==> src/rtl/pc_unit_pkg.sv <==
// ============================================================================
//  Module      : pc_unit_pkg
//  Description : Shared architectural constants for the PC unit: opcodes,
//                pipeline stage codes, trap causes and sequencer states.
//  Revision    : 1.0 - initial release
// ============================================================================
`default_nettype none

package pc_unit_pkg;

   localparam logic [6:0] RISCV_LOAD    = 7'b0000011;
   localparam logic [6:0] RISCV_OP_IMM  = 7'b0010011;
   localparam logic [6:0] RISCV_AUIPC   = 7'b0010111;
   localparam logic [6:0] RISCV_STORE   = 7'b0100011;
   localparam logic [6:0] RISCV_OP      = 7'b0110011;
   localparam logic [6:0] RISCV_LUI     = 7'b0110111;
   localparam logic [6:0] RISCV_BRANCH  = 7'b1100011;
   localparam logic [6:0] RISCV_JALR    = 7'b1100111;
   localparam logic [6:0] RISCV_JAL     = 7'b1101111;
   localparam logic [6:0] RISCV_SYSTEM  = 7'b1110011;

   localparam logic [2:0] STAGE_FETCH           = 3'd0;
   localparam logic [2:0] STAGE_DECODE          = 3'd1;
   localparam logic [2:0] STAGE_EXECUTE         = 3'd2;
   localparam logic [2:0] STAGE_MEMORY          = 3'd3;
   localparam logic [2:0] STAGE_REGISTER_UPDATE = 3'd4;

   localparam int unsigned CAUSE_INSN_MISALIGNED = 0;
   localparam int unsigned CAUSE_ILLEGAL_INSN    = 2;

   typedef enum logic [0:0] {
      PCU_RUN  = 1'b0,
      PCU_TRAP = 1'b1
   } pcu_state_t;

endpackage

`default_nettype wire

==> src/rtl/pc_next_calc.sv <==
// ============================================================================
//  Module      : pc_next_calc
//  Description : Combinational next-PC target, link address and alignment
//                check. Macro RISCV_C_EXT_EN enables 16-bit instructions.
//  Revision    : 1.0 - initial release
// ============================================================================
`default_nettype none

module pc_next_calc
   import pc_unit_pkg::*;
#(
   parameter int XLEN = 32
) (
   input  logic [XLEN-1:0] pc,
   input  logic [6:0]      opcode,
   input  logic            jump_condition,
   input  logic [XLEN-1:0] offset,
   input  logic [XLEN-1:0] rs1,
   input  logic            inst_len16,
   output logic [XLEN-1:0] target,
   output logic [XLEN-1:0] pc_link,
   output logic            misaligned
);

   logic [XLEN-1:0] w_step;
   logic [XLEN-1:0] w_jalr_sum;

`ifdef RISCV_C_EXT_EN
   assign w_step     = inst_len16 ? XLEN'(2) : XLEN'(4);
   // JALR clears bit0 and every other target is 2-byte aligned
   assign misaligned = 1'b0;
`else
   logic w_unused_len16;
   assign w_unused_len16 = inst_len16;
   assign w_step         = XLEN'(4);
   assign misaligned     = target[1];
`endif

   assign pc_link    = pc + w_step;
   assign w_jalr_sum = rs1 + offset;

   always_comb begin
      target = pc_link;
      case (opcode)
         RISCV_BRANCH: target = jump_condition ? (pc + offset) : pc_link;
         RISCV_JAL:    target = pc + offset;
         RISCV_JALR:   target = w_jalr_sum & ~XLEN'(1);
         default:      target = pc_link;
      endcase
   end

endmodule

`default_nettype wire

==> src/rtl/pc_unit.sv <==
// ============================================================================
//  Module      : pc_unit
//  Description : Architectural PC register with trap entry / MRET sequencer.
//                Macro RISCV_C_EXT_EN selects IALIGN=16 behaviour.
//  Revision    : 1.0 - initial release
// ============================================================================
`default_nettype none

module pc_unit
   import pc_unit_pkg::*;
#(
   parameter int              XLEN         = 32,
   parameter logic [XLEN-1:0] RESET_VECTOR = '0,
   parameter int              CAUSE_W      = 4
) (
   input  logic               clk,
   input  logic               reset,
   input  logic [6:0]         opcode,
   input  logic [2:0]         stage,
   input  logic               stall,
   input  logic               jump_condition,
   input  logic [XLEN-1:0]    offset,
   input  logic [XLEN-1:0]    rs1,
   input  logic               mret,
   input  logic               ext_trap,
   input  logic [CAUSE_W-1:0] ext_cause,
   input  logic [XLEN-1:0]    trap_vector,
   input  logic               inst_len16,
   output logic [XLEN-1:0]    pc,
   output logic [XLEN-1:0]    pc_link,
   output logic [XLEN-1:0]    mepc,
   output logic [CAUSE_W-1:0] mcause,
   output logic               trap_busy
);

   pcu_state_t         r_state;
   logic [XLEN-1:0]    r_pc;
   logic [XLEN-1:0]    r_mepc;
   logic [CAUSE_W-1:0] r_mcause;

   logic [XLEN-1:0]    w_target;
   logic               w_misaligned;
   logic               w_update;
   logic [XLEN-1:0]    w_handler;

   pc_next_calc #(
      .XLEN (XLEN)
   ) u_next (
      .pc             (r_pc),
      .opcode         (opcode),
      .jump_condition (jump_condition),
      .offset         (offset),
      .rs1            (rs1),
      .inst_len16     (inst_len16),
      .target         (w_target),
      .pc_link        (pc_link),
      .misaligned     (w_misaligned)
   );

`ifdef RISCV_C_EXT_EN
   assign w_handler = trap_vector & ~XLEN'(1);
`else
   assign w_handler = trap_vector & ~XLEN'(3);
`endif

   assign w_update = (r_state == PCU_RUN) && (stage == STAGE_REGISTER_UPDATE) && !stall;

   always_ff @(posedge clk or posedge reset) begin
      if (reset) begin
         r_state  <= PCU_RUN;
         r_pc     <= RESET_VECTOR;
         r_mepc   <= '0;
         r_mcause <= '0;
      end else begin
         case (r_state)
            PCU_RUN: begin
               if (w_update) begin
                  // Trapping instructions keep pc; the handler is loaded next cycle
                  if (ext_trap) begin
                     r_mepc   <= r_pc;
                     r_mcause <= ext_cause;
                     r_state  <= PCU_TRAP;
                  end else if (w_misaligned) begin
                     r_mepc   <= r_pc;
                     r_mcause <= CAUSE_W'(CAUSE_INSN_MISALIGNED);
                     r_state  <= PCU_TRAP;
                  end else if (mret) begin
                     r_pc <= r_mepc;
                  end else begin
                     r_pc <= w_target;
                  end
               end
            end
            PCU_TRAP: begin
               r_pc    <= w_handler;
               r_state <= PCU_RUN;
            end
            default: r_state <= PCU_RUN;
         endcase
      end
   end

   assign pc        = r_pc;
   assign mepc      = r_mepc;
   assign mcause    = r_mcause;
   assign trap_busy = (r_state == PCU_TRAP);

endmodule

`default_nettype wire

==> config.mk <==
export PLATFORM = sky130hd
export DESIGN_NAME = pc_unit
export DESIGN_NICKNAME = d
export VERILOG_FILES = /design/src/rtl/pc_unit_pkg.sv /design/src/rtl/pc_next_calc.sv /design/src/rtl/pc_unit.sv
export SDC_FILE = /design/constraint.sdc
export NUM_CORES = 1
export LEC_CHECK = 0
export CORE_UTILIZATION = 35
export DETAILED_ROUTE_END_ITERATION = 10
export SLEW_MARGIN = 10
export SYNTH_ARGS = -nofsm -noshare
export SYNTH_HDL_FRONTEND = slang
export SYNTH_HIERARCHICAL = 1
export SYNTH_SLANG_ARGS = --single-unit
==> constraint.sdc <==
create_clock -name clk -period 7.4 [get_ports clk]
set_input_delay 0.74 -clock clk [delete_from_list [all_inputs] [get_ports clk]]
set_output_delay 0.74 -clock clk [all_outputs]
set_load 0.05 [all_outputs]
# Word-level counts from Yosys, hierarchy flattened
# Index checks and enable logic that the tools add are counted.
[word_totals]
reg_bits = 69
output_inout_bits = 101
elab_cells = 36
[classes]
n_addsub = 3
eq_ne = 7
n_mux = 15
n_bitwise = 1
reduce_logical = 6
[ops]
columns = ["op", "n"]
rows = [
  ["$mux 32", 7],
  ["$pmux 32 s3", 1],
  ["$add 32x32->32", 2],
  ["$pmux 32 s2", 1],
  ["$add 32x3->32 const B", 1],
  ["$eq 7x7->1 const B", 3],
  ["$mux 4", 2],
  ["$ne 2x2->1 const B", 3],
  ["$reduce_and 3->1", 2],
  ["$eq 3x3->1 const B", 1],
  ["$mux 1", 3],
  ["$logic_and 1x1->1", 2],
  ["$pmux 1 s2", 1],
  ["$reduce_bool 2->1", 1],
  ["$logic_not 1->1", 1],
  ["$not 1->1", 1],
]

# Longest topological paths before layout
# Gate-level depths: netlist of the first run.
[logic_depth]
depth_word = 8
ltp_mapped = 15
ltp_nobuf = 15

# By module
# Netlist of the first run, hierarchy kept.
[modules_own_cells]
columns = ["module", "instances", "cells_each", "area_each_um2", "seq_area_each_um2"]
rows = [
  ["pc_next_calc", 1, 595, 4111.4, 0.0],
  ["pc_unit", 1, 282, 3369.5, 1726.7],
]

# Least setup slack after synthesis of the first run
# Ideal clock, no wire load.
[synth_timing]
path_kind = "register to output"
startpoint = "register r_pc[2], in the netlist pc[2]"
endpoint = "output pc_link[28]"
arrival_ns = 2.879
t_required_ns = 6.660
path_slack_ns = 3.781
path_stages_with_launch = 9
path_cell_list = "dfrtp_1 > ha_1 > nand4_1 > nor2_1 > and2_1 > nand3_1 > nor2_1 > nand2_1 > xnor2_1"
[synth_between]
elab_chain_cells = 1
[synth_rtl]
columns = ["element", "line", "source"]
rows = [
  ["start: declaration", "pc_unit.sv:37", "logic [XLEN-1:0] r_pc;"],
  ["start signal: assignment", "pc_unit.sv:88", "r_pc <= r_mepc;"],
  ["start signal: assignment", "pc_unit.sv:90", "r_pc <= w_target;"],
  ["start signal: assignment", "pc_unit.sv:95", "r_pc <= w_handler;"],
  ["$add 32x3->32", "pc_next_calc.sv:39", "assign pc_link = pc + w_step;"],
  ["end: declaration", "pc_unit.sv:30", "output logic [XLEN-1:0] pc_link,"],
]
# Every way passes these cells.

# Worst setup path in the final report of the first run
[layout_timing]
startpoint = "input offset[0]"
endpoint = "register r_pc[28], in the netlist pc[28]"
[layout_between]
elab_chain_cells = 8
word_cells_on_any_way = 11
[layout_rtl]
columns = ["element", "line", "source"]
rows = [
  ["start: declaration", "pc_unit.sv:22", "input logic [XLEN-1:0] offset,"],
  ["$add 32x32->32", "pc_next_calc.sv:45, pc_next_calc.sv:46", ""],
  ["$mux 32", "pc_next_calc.sv:45", "RISCV_BRANCH: target = jump_condition ? (pc + offset) : pc_link;"],
  ["$pmux 32 s3 (*)", "pc_next_calc.sv:44", "case (opcode)"],
  ["via w_target[28]", "pc_unit.sv:41", "logic [XLEN-1:0] w_target;"],
  ["$mux 32 (*)", "pc_unit.sv:87", "end else if (mret) begin"],
  ["$mux 32 (*)", "pc_unit.sv:83", "end else if (w_misaligned) begin"],
  ["$mux 32 (*)", "pc_unit.sv:79", "if (ext_trap) begin"],
  ["$mux 32 (*)", "pc_unit.sv:77", "if (w_update) begin"],
  ["$pmux 32 s2 (*)", "pc_unit.sv:75", "case (r_state)"],
]
# Mark *: on every way through the listed nets, which the timed path passes. The rest lies on a longest branch. The select of a mux whose other input is x is not followed.
# A chain may end at the register's enable or synchronous reset.

==> results of run 1 <==
==> power by group <==
group	switching [uW]	internal, uW
clock network	160	243
logic	1510	927
registers	248	522
total	1910	1690
==> synthesized netlist by cell type (8+ instances only) <==
master,count,area (sq um)
a22oi_1,11,82.6
nor4_1,14,87.6
o21ai_0,29,145
o21ai_1,11,55.1
nand3_1,42,210
nand4_1,10,62.6
and2_1,8,50.1
inv_1,40,150
o221ai_1,11,96.3
xor2_1,32,280
ha_1,62,776
nor3_1,12,60.1
a21o_1,27,203
a221o_1,15,150
nand2b_1,9,56.3
a21oi_1,55,275
nand2_1,81,304
mux2_1,19,214
mux2i_1,17,170
clkbuf_1,30,113
dfrtp_1,69,1730
mux2_2,24,270
nor2b_1,20,125
o311ai_0,16,140
nor2_1,41,154
and3_1,8,50.1
xnor2_1,45,394
==> critical path, stage by stage <==
cell and delay [ns]:
clkdlybuf4s50_1 0.50, ha_1 0.19, inv_1 0.06, fa_1 0.39, nand2b_1 0.19, a21oi_1 0.26
o211ai_1 0.22, a31oi_1 0.34, a31oi_1 0.24, o21ai_1 0.43, a31oi_1 0.17, xnor2_1 0.20
o221ai_1 0.18, mux2_2 0.30, nand3_1 0.08, o311ai_0 0.11
==> routing by layer <==
| layer | vias to the layer above | GRT usage (%) | part of all wire, % | wire, microns |
|---|---|---|---|---|
| met5 | - | 0 | 0 | 0 |
| met4 | 0 | 5.15 | 1.4 | 382 |
| met3 | 26 | 5.25 | 7.6 | 2060 |
| met2 | 287 | 37.2 | 44 | 12000 |
| met1 | 3600 | 34.3 | 46 | 12500 |
| li1 | 3693 | - | - | - |
==> cells by family after synthesis <==
group	Yosys count	synth area share, %
xor+xnor	77	9.01
fa+ha+maj	64	10.9
mux	66	9.95
compound gates	249	23.9
simple gates	270	18.3
buf+inv	82	4.78
flops	69	23.1
==> path summary, 6_finish.rpt <==
kind | from | to | depth (start not counted)
max | offset[0] | pc[28]$_DFFE_PP0P_ | 16
min | mcause[1]$_DFFE_PP0P_ | mcause[1]$_DFFE_PP0P_ | 1
max reg2reg | pc[0]$_DFFE_PP0P_ | pc[28]$_DFFE_PP0P_ | 15
min reg2reg | mcause[1]$_DFFE_PP0P_ | mcause[1]$_DFFE_PP0P_ | 1
max in group asynchronous | reset | trap_busy$_DFF_PP0_ | 3
min in group asynchronous | reset | mepc[31]$_DFFE_PP0P_ | 3
==> sequential cells by signal (all words and copies together) (netlist names) <==
signal     count
pc            32
trap_busy      1
mepc          32
mcause         4
==> stage by stage <==
step,hold WS (ns),area (sq um),total power [uW]
detailed placement,0.492,9840,3190
CTS,0.511,10100,3600
global placement,0.495,9840,3180
finish,0.510,10100,3610
floorplan,0.841,7480,2370
global route,0.529,10100,3800
==> layout make-up <==
| type | instances | area [sq um] | area share [%] |
|---|---|---|---|
| clock buffers | 12 | 256 | 2.53 |
| well taps | 275 | 344 | 3.40 |
| flip-flops and latches | 69 | 1730 | 17.1 |
| inverters | 41 | 159 | 1.57 |
| repair buffers | 223 | 2200 | 21.8 |
| clock inverters | 4 | 22.5 | 0.222 |
| diodes | 1 | 2.50 | 0.0247 |
| multi-input cells | 726 | 5410 | 53.4 |
==> qor.csv, run 1 <==
metric,value,unit
status,finished clean,
Max Slew Vio Count,0,
via count,7606,
post-cts sizing count,0,
CP Class,in -> reg,
initial antenna violation count,1,
Post-DRT Antenna Nets,0,
Hold Buf Count CTS,0,
Avg Inst Size Synth,8.53,sq um
Die ar.,0.0220,sq mm
die width,148,microns
fin cells,1351,
setup total negative slack,0,ns
Hold Fails Final Rpt,0,
drt drc,0,
first-pass GRT wire length,40600,microns
final net count,1251,
mapped cell area,0.00748,sq mm
VDD IR max,0.245,mV
H-tree Lvls,3,
Yosys reg bits,69,
Crit. End Element,register,
Clk Tree Root Cell,clkbuf_16,
PD cells,356,mW/mm^2
number of flops mapped to enable cells by yosys,0,
CTS Sinks,69,
Rows,53,
slew margin rel.,34.1,%
cts bufs inserted,9,
Leakage Power,0.00430,uW
endpoints failing setup,0,
most frequent cells in the layout,"clkdlybuf4s50_1, nand2_1, dfrtp_1, ha_1, a21oi_1",
"commonest non-fill, non-tap cell in the layout",clkdlybuf4s50_1,
Syn Nets,1058,
GR Overflow Total,0,
largest net degree at the start of global routing,70,
CP arrival,4.61,ns
vias in the first global route,7055,
CORE AREA,0.0210,sq mm
die height,148,microns
max cap viols,0,
"Async S/R FF share, synth",100,%
Final min period,4.43,ns
"wirelength, routed",27000,microns
GPL Wtd Cong,0.902,
fin util,48.2,%
setup slack after layout,2.97,ns
FILL cells,2098,
Synth Warn #,6,
port buffer count,214,
CTS tree,done,
routed len/inst,20.0,microns
total track usage,24.1,%
postcts setup bufs,0,
Pre-antenna DRT Iters,5,
Worst R2R Setup Slack,3.40,ns
"Reg clk slew, reported paths",0.06,ns
Longest Clk Path Bufs,2,
RSZ-0062 raised after global routing,no,
Initial Util,35.6,%
fin crit share,59.9,%
ys flop type,dfrtp_1,
post-DP HPWL,21000,microns
Skew-Pair Late Insertion Delay,0.33,ns
Ports,218,
DP Worst Slack,2.68,ns
Slew @ Worst Pin,0.988,ns
share of cells above drive strength 1,7.44,%
Vias/cell,5.63,
synthesis-to-finish area growth,35.4,%
Fmax,0.226,GHz
Critical Path RT,7.58,ns
Cells after Synth,877,
worst-case clock skew,0.00577,ns
1st-iter DRT viols,504,
"Seq/Total Area, Yosys",23.1,%
CP Launch Type,primary input,
Hold WC Path Type,reg -> reg,
CP max FO,4,
Placed Cells,1334,
Synth cell types,72,
(Power assumes the default switching activity.)
==> inputs of run 2 (changes only) <==
==> constraint.sdc (replaced) <==
create_clock -name clk -period 3.8 [get_ports clk]
set_input_delay 0.38 -clock clk [delete_from_list [all_inputs] [get_ports clk]]
set_output_delay 0.38 -clock clk [all_outputs]
set_load 0.05 [all_outputs]
==> run 2 against run 1 <==
Compared with the run above:
- clock skew rose by 0.0018 ns
- power rose by 110%
- routed wire length rose by 5.6%
- flip-flop and latch count did not move
- non-clock buffer count rose by 57
- clock power rose by 120%
- first-iteration DRC count rose by 36%
- hold slack got worse by 0.0010 ns
- combinational power rose by 110%
- utilization rose by 2.5 points
==> qor.csv, run 2 (same netlist as run 1, synthesis figures left out) <==
metric,value,unit,change
fin crit share,94.8,%,
Worst R2R Setup Slack,0.30,ns,-3.10 ns
Initial Util,35.6,%,unchanged
endpoints failing setup,0,,unchanged
post-DP HPWL,22500,microns,+7.1%
slew margin rel.,32.5,%,-1.6 points
die width,148,microns,unchanged
Slew @ Worst Pin,1.01,ns,+0.0237 ns
routed len/inst,20.3,microns,+1.3%
Max Slew Vio Count,0,,unchanged
Hold WC Path Type,reg -> reg,,
CTS tree,done,,
GR Overflow Total,0,,unchanged
CP max FO,4,,unchanged
H-tree Lvls,3,,unchanged
FILL cells,2020,,-3.7%
final net count,1308,,+4.6%
setup total negative slack,0,ns,unchanged
status,finished clean,,
1st-iter DRT viols,686,,+36%
area of the multi-input gates,0.00546,sq mm,+0.90%
Critical Path RT,3.99,ns,-3.59 ns
Hold Buf Count CTS,0,,unchanged
drt drc,0,,unchanged
worst-case clock skew,0.00761,ns,+0.00184 ns
"wirelength, routed",28500,microns,+5.6%
Fmax,0.278,GHz,
Pre-antenna DRT Iters,5,,unchanged
Post-DRT Antenna Nets,0,,unchanged
GPL Wtd Cong,0.968,,+7.3%
Hold Fails Final Rpt,0,,unchanged
max cap viols,0,,unchanged
first-pass GRT wire length,43300,microns,+6.7%
share of cells above drive strength 1,13.4,%,+6.0 points
port buffer count,214,,unchanged
CORE AREA,0.0210,sq mm,unchanged
Seq pwr share,19.4,%,-2.0 points
"Reg clk slew, reported paths",0.06,ns,about the same
Longest Clk Path Bufs,2,,unchanged
final hold slack,0.509,ns,-0.00105 ns
via count,7885,,+3.7%
largest net degree at the start of global routing,70,,unchanged
Comb pwr share,68.6,%,+1.1 points
storage element area,0.00173,sq mm,unchanged
"commonest non-fill, non-tap cell in the layout",clkdlybuf4s50_1,,
Clock power frac,12.0,%,+0.8 points
PD cells,695,mW/mm^2,+95%
synthesis-to-finish area growth,42.3,%,
Design Power,7400,uW,+110%
vias in the first global route,7606,,+7.8%
Leakage Power,0.00463,uW,+7.8%
Sw Pwr,3830,uW,+100%
VDD IR max,0.358,mV,+46%
Skew-Pair Late Insertion Delay,0.33,ns,about the same
Ports,218,,unchanged
Clk Tree Root Cell,clkbuf_16,,
Die ar.,0.0220,sq mm,unchanged
Final min period,3.60,ns,
RSZ-0062 raised after global routing,no,,
initial antenna violation count,1,,unchanged
die height,148,microns,unchanged
Crit. End Element,register,,
CP arrival,3.79,ns,-0.82 ns
cts bufs inserted,9,,unchanged
CTS Sinks,69,,unchanged
Pint,3570,uW,+110%
total track usage,25.7,%,+1.6 points
Vias/cell,5.60,,-0.53%
CP Class,in -> reg,,
CP Launch Type,primary input,,
most frequent cells in the layout,"clkdlybuf4s50_1, nand2_1, buf_4, dfrtp_1, ha_1",,
Rows,53,,unchanged
Sw Share,51.7,%,-1.3 points
-- run 2: metrics by stage --
stage	util (%)	cells	area [sq um]	worst slack (ns)
2_1_floorplan	-	877	7480	0.206
3_3_place_gp	48.8	1390	10300	-0.239
3_5_place_dp	48.8	1390	10300	-0.285
4_1_cts	50.3	1406	10600	0.0587
5_1_grt	50.6	1407	10600	0.00899
6_report	50.6	1408	10600	0.197
-- run 2: routing by layer --
| metal | routed length, microns | GRT usage, % | vias to the layer above | share of wire (%) |
|---|---|---|---|---|
| li1 | - | - | 3800 | - |
| met1 | 13200 | 36.6 | 3743 | 46 |
| met4 | 552 | 7.53 | 0 | 1.9 |
| met3 | 2410 | 5.09 | 40 | 8.4 |
| met2 | 12400 | 39.0 | 302 | 43 |
| met5 | 0 | 0 | - | 0 |
-- run 2: path summary, 6_finish.rpt --
kind | startpoint | endpoint | cells past startpoint
setup reg to reg | pc[3]$_DFFE_PP0P_ | pc[25]$_DFFE_PP0P_ | 15
max in group asynchronous | reset | pc[4]$_DFFE_PP0P_ | 3
setup / recovery | offset[1] | pc[27]$_DFFE_PP0P_ | 17
hold reg to reg | mcause[3]$_DFFE_PP0P_ | mcause[3]$_DFFE_PP0P_ | 1
min in group asynchronous | reset | mepc[26]$_DFFE_PP0P_ | 2
hold / removal | mcause[3]$_DFFE_PP0P_ | mcause[3]$_DFFE_PP0P_ | 1
-- run 2: what timing repair did --
item	in CTS	in global routing
resized for setup	0	12
buffers inserted	0	1
setup endpoints to repair	0	8
-- run 2: worst max-delay path, stage by stage --
cell	delay (ns)
clkdlybuf4s50_1	0.42
buf_4	0.15
ha_1	0.28
a21oi_1	0.24
nor2_2	0.11
o31ai_2	0.27
buf_4	0.16
a211oi_1	0.09
o21ai_1	0.28
nand2_1	0.13
a31o_1	0.25
a221oi_1	0.30
o41ai_1	0.13
buf_4	0.17
mux2_2	0.26
nand3_1	0.07
o311ai_0	0.11
-- run 2: layout make-up --
type / count / share of cell area, %
clock buffer: 9 / 2.12
inverter: 41 / 1.49
clock inverter: 7 / 0.835
tap: 275 / 3.23
multi-input combinational: 726 / 51.3
antenna: 1 / 0.0235
sequential: 69 / 16.2
timing repair buffer: 280 / 24.8
-- run 2: power groups by stage --
stage	Sequential, uW	Combinational (uW)	Clock [uW]
3_5_place_dp	1440	5000	0
3_3_place_gp	1430	4980	0
2_1_floorplan	2320	2290	0
4_1_cts	1430	5020	908
6_report	1430	5070	891
5_1_grt	1470	5380	936
==> inputs of run 3 (changes only) <==
==> constraint.sdc (replaced) <==
create_clock -name clk -period 3.8 [get_ports clk]
set_input_delay 0.38 -clock clk [delete_from_list [all_inputs] [get_ports clk]]
set_output_delay 0.38 -clock clk [all_outputs]
set_load 0.005 [all_outputs]
==> run 3 against run 2 <==
Compared with the run above:
- worst setup slack worse by 0.027 ns
- first-iteration DRC count up 13%
- utilization is 0.11 points higher
- die area unchanged
- count of clock-buffer cells in the layout grew 1
- register-to-register slack improved by 0.04 ns
- hold slack got worse by 0.12 ns
- design area is 0.21% higher
- flip-flop and latch count is the same
- clock power is 9.0% lower
- combinational power decreased by 27%
- critical path type unchanged
- critical endpoint unchanged
- largest power group unchanged
==> qor.csv, run 3 (same netlist as run 1, synthesis figures left out) <==
metric,value,unit,change
Hold Buf Count CTS,0,,unchanged
largest net degree at the start of global routing,49,,-30%
via count,7900,,+0.19%
share of cells above drive strength 1,13.5,%,+0.081 points
dpl cell area,0.0103,sq mm,+0.71%
fin crit share,95.5,%,+0.72 points
Longest Clk Path Bufs,2,,unchanged
Design Power,5890,uW,-20%
"wirelength, routed",28700,microns,+0.73%
endpoints failing setup,0,,unchanged
Critical Path RT,3.98,ns,about the same
Initial Util,35.6,%,unchanged
Vias/cell,5.58,,-0.38%
port buffer count,214,,unchanged
worst-case clock skew,0.00679,ns,-0.000824 ns
reg2reg path depth,15,,unchanged
CTS tree,done,,
"Reg clk slew, reported paths",0.05,ns,about the same
GR Overflow Total,0,,unchanged
Max Slew Vio Count,0,,unchanged
Pre-antenna DRT Iters,5,,unchanged
PD cells,552,mW/mm^2,-21%
GPL Wtd Cong,0.955,,-1.3%
first-pass GRT wire length,42900,microns,-1.1%
Slew @ Worst Pin,0.974,ns,-0.0382 ns
1st-iter DRT viols,778,,+13%
vias in the first global route,7461,,-1.9%
most frequent cells in the layout,"clkdlybuf4s50_1, nand2_1, buf_4, dfrtp_1, ha_1",,
slew margin rel.,35.1,%,+2.5 points
initial antenna violation count,1,,unchanged
CORE AREA,0.0210,sq mm,unchanged
Die ar.,0.0220,sq mm,unchanged
VDD IR max,0.292,mV,-18%
cts bufs inserted,9,,unchanged
die height,148,microns,unchanged
CP arrival,3.81,ns,+0.02 ns
synthesis-to-finish area growth,42.6,%,
CP max FO,4,,unchanged
Worst R2R Setup Slack,0.34,ns,+0.04 ns
status,finished clean,,
Crit. End Element,register,,
max cap viols,0,,unchanged
Hold WC Path Type,in -> async,,
Ports,218,,unchanged
Leakage Power,0.00462,uW,-0.16%
r2r endpoint,pc[27]$_DFFE_PP0P_,,
design area,0.0107,sq mm,+0.21%
Fmax,0.275,GHz,-0.76%
routed len/inst,20.3,microns,+0.16%
Clk Tree Root Cell,clkbuf_16,,
crit path from,offset[1],,
setup slack after layout,0.169,ns,-0.0275 ns
total track usage,25.8,%,+0.11 points
Crit Reg-Reg Startpoint,pc[4]$_DFFE_PP0P_,,
Hold Fails Final Rpt,0,,unchanged
Rows,53,,unchanged
postcts setup bufs,0,,unchanged
"commonest non-fill, non-tap cell in the layout",clkdlybuf4s50_1,,
H-tree Lvls,3,,unchanged
die width,148,microns,unchanged
CP Class,in -> reg,,
Final min period,3.63,ns,+0.0275 ns
Skew-Pair Late Insertion Delay,0.33,ns,about the same
Post-DRT Antenna Nets,0,,unchanged
DP Worst Slack,-0.250,ns,+0.0355 ns
post-DP HPWL,22800,microns,+1.7%
CTS Sinks,69,,unchanged
final net count,1317,,+0.69%
drt drc,0,,unchanged
CP Launch Type,primary input,,
[run 3: area by class of cell]
type | instances | area, sq um
diodes | 1 | 2.50
clock buffers | 10 | 229
clock inverters | 5 | 52.6
fillers | 2014 | 10400
inverters | 41 | 159
multi-input cells | 726 | 5450
flip-flops and latches | 69 | 1730
well taps | 275 | 344
repair buffers | 289 | 2700
[run 3: repair_timing]
action,in CTS,in global routing
endpoints found under the setup margin,0,5
resized for setup,0,9
hold endpoints to repair,0,0
[run 3: worst max-delay path: stages]
cell and delay, ns:
clkdlybuf4s50_1 0.42, buf_4 0.14, ha_1 0.28, a21oi_1 0.24, nor2_1 0.14, o31ai_1 0.34, buf_4 0.18, a211oi_1 0.11
o21ai_2 0.21, nand2_1 0.10, a31o_1 0.24, a221oi_1 0.34, o41ai_2 0.21, mux2_2 0.29, nand3_1 0.07, o311ai_0 0.11
[run 3: through the flow]
step	TNS, ns	utilization [%]	hold WS [ns]	cells
2_1_floorplan	0	-	0.498	877
6_report	0	50.7	0.385	1416
3_3_place_gp	-1.10	49.2	0.497	1400
5_1_grt	-0.0165	50.7	0.433	1415
4_1_cts	0	50.5	0.400	1415
3_5_place_dp	-1.33	49.2	0.492	1400
[run 3: routing by layer]
layer	GRT usage (%)	share of wire, %	up-vias
met3	6.75	9.4	26
met2	39.3	44	333
met5	0	0	-
li1	-	-	3800
met1	36.2	45	3741
met4	6.03	1.6	0
[run 3: power by group]
group | total, uW | internal (uW) | switching [uW]
logic | 3710 | 2010 | 1700
clock network | 811 | 501 | 311
registers | 1370 | 1020 | 355
total | 5890 | 3530 | 2370
[run 3: how the worst max path moves through the flow]
stage,end,slack [ns]
global placement,pc[28]$_DFFE_PP0P_,-0.21
global route,pc[28]$_DFFE_PP0P_,-0.02
CTS,pc[30]$_DFFE_PP0P_,0.08
detailed placement,pc[26]$_DFFE_PP0P_,-0.25
finish,pc[27]$_DFFE_PP0P_,0.17
floorplan,pc[30]$_DFFE_PP0P_,0.66
